`config.mk`:
```
export PLATFORM = sky130hd
export DESIGN_NAME = cpu_control_unit
export DESIGN_NICKNAME = d
export VERILOG_FILES = /design/src/rtl/cpu_control_unit.sv
export SDC_FILE = /design/constraint.sdc
export NUM_CORES = 1
export LEC_CHECK = 0
export CAP_MARGIN = 0
export CORE_UTILIZATION = 31
export CTS_CLUSTER_SIZE = 12
export DETAILED_ROUTE_END_ITERATION = 8
export GPL_ROUTABILITY_DRIVEN = 1
export GPL_TIMING_DRIVEN = 0
export PLACE_DENSITY_LB_ADDON = 0.15
export REMOVE_ABC_BUFFERS = 1
export SLEW_MARGIN = 40
export SYNTH_ARGS = -nofsm -noshare
export SYNTH_HDL_FRONTEND = slang
export SYNTH_SLANG_ARGS = --single-unit
```
`constraint.sdc`:
```
create_clock -name clk -period 1.9 [get_ports clk]
set_input_delay 0.38 -clock clk [delete_from_list [all_inputs] [get_ports clk]]
set_output_delay 0.38 -clock clk [all_outputs]
set_load 0.02 [all_outputs]
```
`src/rtl/cpu_control_unit.sv`:
```
// Multi-cycle control sequencer: captures each instruction into IR and walks it
// through FETCH/DECODE/EXEC/MEM/WB, driving PC, memory, ALU and register strobes.
module cpu_control_unit #(
    parameter bit START_AUTO = 1'b0
) (
    input  logic       clk,
    input  logic       CLB,
    input  logic       start,
    input  logic [7:0] instr,
    input  logic       zero,
    output logic       IncPC,
    output logic       LoadPC,
    output logic       selPC,
    output logic [3:0] imm,
    output logic       MemRead,
    output logic       MemWrite,
    output logic       RegWrite,
    output logic [2:0] aluOp,
    output logic       selImm,
    output logic       halted,
    output logic [2:0] state
);

    typedef enum logic [2:0] {
        S_IDLE   = 3'd0,
        S_FETCH  = 3'd1,
        S_DECODE = 3'd2,
        S_EXEC   = 3'd3,
        S_MEM    = 3'd4,
        S_WB     = 3'd5,
        S_HALT   = 3'd6
    } state_t;

    localparam logic [3:0] OP_NOP = 4'h0;
    localparam logic [3:0] OP_ADD = 4'h1;
    localparam logic [3:0] OP_SUB = 4'h2;
    localparam logic [3:0] OP_AND = 4'h3;
    localparam logic [3:0] OP_OR  = 4'h4;
    localparam logic [3:0] OP_LDI = 4'h5;
    localparam logic [3:0] OP_LD  = 4'h6;
    localparam logic [3:0] OP_ST  = 4'h7;
    localparam logic [3:0] OP_JMP = 4'h8;
    localparam logic [3:0] OP_JR  = 4'h9;
    localparam logic [3:0] OP_JZ  = 4'hA;
    localparam logic [3:0] OP_JNZ = 4'hB;
    localparam logic [3:0] OP_HLT = 4'hF;

    localparam logic [2:0] ALU_PASS = 3'd0;
    localparam logic [2:0] ALU_ADD  = 3'd1;
    localparam logic [2:0] ALU_SUB  = 3'd2;
    localparam logic [2:0] ALU_AND  = 3'd3;
    localparam logic [2:0] ALU_OR   = 3'd4;

    state_t     r_state;
    state_t     w_next_state;
    logic [7:0] r_ir;
    logic [3:0] w_opcode;

    assign w_opcode = r_ir[7:4];
    assign imm      = r_ir[3:0];
    assign state    = r_state;

    // IR loads only on the edge that ends FETCH, so imm holds steady until then.
    always_ff @(posedge clk or negedge CLB) begin
        if (!CLB) begin
            r_state <= S_IDLE;
            r_ir    <= 8'h00;
        end else begin
            r_state <= w_next_state;
            if (r_state == S_FETCH) begin
                r_ir <= instr;
            end
        end
    end

    always_comb begin
        w_next_state = S_IDLE;
        case (r_state)
            S_IDLE:   w_next_state = (start || START_AUTO) ? S_FETCH : S_IDLE;
            S_FETCH:  w_next_state = S_DECODE;
            S_DECODE: w_next_state = S_EXEC;
            S_EXEC: begin
                case (w_opcode)
                    OP_LD, OP_ST: w_next_state = S_MEM;
                    OP_HLT:       w_next_state = S_HALT;
                    default:      w_next_state = S_FETCH;
                endcase
            end
            S_MEM:    w_next_state = (w_opcode == OP_LD) ? S_WB : S_FETCH;
            S_WB:     w_next_state = S_FETCH;
            S_HALT:   w_next_state = S_HALT;
            default:  w_next_state = S_IDLE;
        endcase
    end

    // Moore decode of state and IR; only the conditional jumps look at zero.
    always_comb begin
        IncPC    = 1'b0;
        LoadPC   = 1'b0;
        selPC    = 1'b0;
        MemRead  = 1'b0;
        MemWrite = 1'b0;
        RegWrite = 1'b0;
        aluOp    = ALU_PASS;
        selImm   = 1'b0;
        halted   = 1'b0;
        case (r_state)
            S_FETCH: begin
                MemRead = 1'b1;
                IncPC   = 1'b1;
            end
            S_EXEC: begin
                case (w_opcode)
                    OP_ADD: begin
                        aluOp    = ALU_ADD;
                        RegWrite = 1'b1;
                    end
                    OP_SUB: begin
                        aluOp    = ALU_SUB;
                        RegWrite = 1'b1;
                    end
                    OP_AND: begin
                        aluOp    = ALU_AND;
                        RegWrite = 1'b1;
                    end
                    OP_OR: begin
                        aluOp    = ALU_OR;
                        RegWrite = 1'b1;
                    end
                    OP_LDI: begin
                        aluOp    = ALU_PASS;
                        selImm   = 1'b1;
                        RegWrite = 1'b1;
                    end
                    OP_LD:  MemRead = 1'b1;
                    OP_JMP: LoadPC  = 1'b1;
                    OP_JR: begin
                        LoadPC = 1'b1;
                        selPC  = 1'b1;
                    end
                    OP_JZ:  LoadPC = zero;
                    OP_JNZ: LoadPC = ~zero;
                    default: begin
                    end
                endcase
            end
            S_MEM: begin
                if (w_opcode == OP_LD) begin
                    MemRead = 1'b1;
                end else begin
                    MemWrite = 1'b1;
                end
            end
            S_WB: begin
                RegWrite = 1'b1;
                aluOp    = ALU_PASS;
            end
            S_HALT:  halted = 1'b1;
            default: begin
            end
        endcase
    end

endmodule

```
==> run metrics, run 1 <==
Max Cap Viol=0; VDD IR max=946 uV; Clock Pin Slew Worst Setup and Hold Paths=70 ps; Area Overhead vs Synth=50.5%; top post-synthesis cells by area=dfrtp_1 (40%), mux2_4 (17%), buf_4 (4.3%), nor2_1 (3.2%), nor3_1 (2.9%); crit-path max FO=8; Tightest Pin Transition=498 ps; Netlist cell types=26; placed inst area=962 um^2; most common cell in the netlist=dfrtp_1; slew margin rel.=66.7%; Setup CP Type=reg -> out; CTS Root Cell=clkbuf_4; mux contribution to synthesized area=17.3%; # hold bufs at CTS=0; sequential cell area fraction in the yosys report=39.7%; Post-synth EDFFs=0; DRT Wirelength=1.43 mm; Worst Path Required=1520 ps; Die H=49.3 um; outcome=completed; Synth Area in Compound Gates=9.39%; Inserted Clock Buffers=3; Synth Area in XOR/XNOR=1.26%; global-route wire length before repair=2.13 mm; asr flop ratio synth=100%; Hold Vio Cnt, Final=0; worst skew pair latency=260 ps; floorplan row count=16; critical path arrival=1460 ps; Leak=0.476 nW; Placed Cells=113; Nets=115; FMAX=0.545 GHz; top cell type by total area after synthesis=dfrtp_1; Initial DRC Count=2; number of global-route vias before repair=513; PwrDens=1780 mW/mm^2; Startpoint Class=register; post-route cell area=0.00104 mm^2; post-synthesis register bit count=11; Tcrit/Tclk final=96.6%; Ys Warns=0; Pwr Total=0.00185 W; total grt overflow=0; die area=0.00243 mm^2; min cycle time layout=1840 ps; clk_skew=2.21 ps; core area=0.00202 mm^2; Via Count=593; CTS sink count=11; # fillers=202; clock tree buffer depth=2; initial antenna violation count=0; post-synth top area share=39.7%; top cells by count, synth=dfrtp_1 (11), mux2_4 (8), nor2_1 (6); adder-cell area share of the yosys netlist=0%; CTS tree=built; Die Width=49.3 um; worst min-delay path class=in -> async; # setup viols final=0; IO Pins=30; largest family of logic cells by synthesized area=simple AND/OR/NAND/NOR gates; ys flop type=dfrtp_1; Cell Area, Synth=693 um^2; Vias per Instance=4.60; Synth Area in Simple Gates=23.8%; Slew Viols, Final=0; initial core utilization=34.3%; Synth Area per Inst=10.7 um^2; First-pass DRT Iterations=4; element type at the critical path end=primary output; Non-Filler Instances=129; number of H-tree levels=1; GRT Util Overall=11.6%; share of cells above drive strength 1=42.2%; HPWL after DPL=964 um; Post-Synthesis Cells=65; post-DR wirelength/cell=11.1 um; number of antenna diodes=0; largest net degree at the start of global routing=14; remaining antenna violation count=0; detailed-route DRC error count=0; placer congestion estimate=0.682; Port Buffers=29
==> per-layer routing <==
metal	part of all wire (%)	global-route usage (%)
met5	0	0
met1	45	14.1
met4	1.7	4.41
met2	47	18.5
met3	6.5	4.05
==> per-stage QoR <==
stage	worst slack (ps)	setup TNS, ps	util, %	hold WS [ps]
after floorplan	120	0	-	84.4
after global placement	-163	-723	47.6	496
after detailed placement	-171	-725	47.6	494
after CTS	-7.88	-7.88	48.9	466
after global routing	-24.0	-24.0	51.6	472
final	64.8	0	51.6	451
==> what timing repair did <==
item	in CTS	in global routing
endpoints found under the setup margin	12	9
pin swaps	0	2
setup buffers	1	11
resized for setup	31	15
==> area by class of cell <==
class	instances	area, um^2	area share (%)
inverters	1	3.75	0.360
clock buffers	4	26.3	2.52
repair buffers	41	338	32.4
flip-flops and latches	11	283	27.1
well taps	27	33.8	3.24
multi-input cells	45	359	34.4
==> report_power, final <==
group	switching [W]	internal, W	total (W)
logic	0.000466	0.000697	0.00116
clock network	0.0000750	0.0000810	0.000156
registers	0.000169	0.000366	0.000535
total	0.000710	0.00114	0.00185
==> sequential cells by signal (all words and copies together) (netlist names) <==
signal and count:
r_ir 8, state 3
==> cell usage in the layout, fill, tap and decap left out, drive strengths merged, types with 2 or more instances in the layout <==
master and count:
nor2b 2, nor2 6, buf 16, o21ai 4, nand2 3, dfrtp 11, clkbuf 9, and2 4
o32ai 2, a21oi 2, clkdlybuf4s50 18, nor3 4, mux2 8, nand4b 2
==> worst max-delay path, cell delays in order, from the launching register on <==
cell	delay (ps)
dfrtp_2	440
and4bb_2	290
o21ai_1	100
a21bo_2	220
buf_4	150
==> cell families after synthesis <==
family                 after synthesis
buffers and inverters                9
flip-flops                          11
multiplexers                         8
AND/OR/NAND/NOR                     26
AO/OA/AOI/OAI                       10
XOR/XNOR                             1
==> worst paths after layout <==
check | start | to | cells after the start | slack [ps]
worst max register to register | state[2] | r_ir[0] | 4 | 490
worst max-delay path | r_ir[4] | MemRead | 4 | 60
worst min register to register | r_ir[0] | r_ir[0] | 1 | 510
max in group asynchronous | CLB | state[2] | 1 | 1090
min in group clk | r_ir[0] | r_ir[0] | 1 | 510
worst min-delay path | CLB | state[0] | 1 | 450
(Power assumes the default switching activity.)
==> run 2, diff against run 1 <==
--- a/config.mk
+++ b/config.mk
@@ -7,7 +7,7 @@
 export LEC_CHECK = 0
 export CAP_MARGIN = 0
 export CORE_UTILIZATION = 31
-export CTS_CLUSTER_SIZE = 12
+export CTS_CLUSTER_SIZE = 30
 export DETAILED_ROUTE_END_ITERATION = 8
 export GPL_ROUTABILITY_DRIVEN = 1
 export GPL_TIMING_DRIVEN = 0
==> results of run 2 <==
The final DEF is identical to that of run 1; final timing and power are the same.
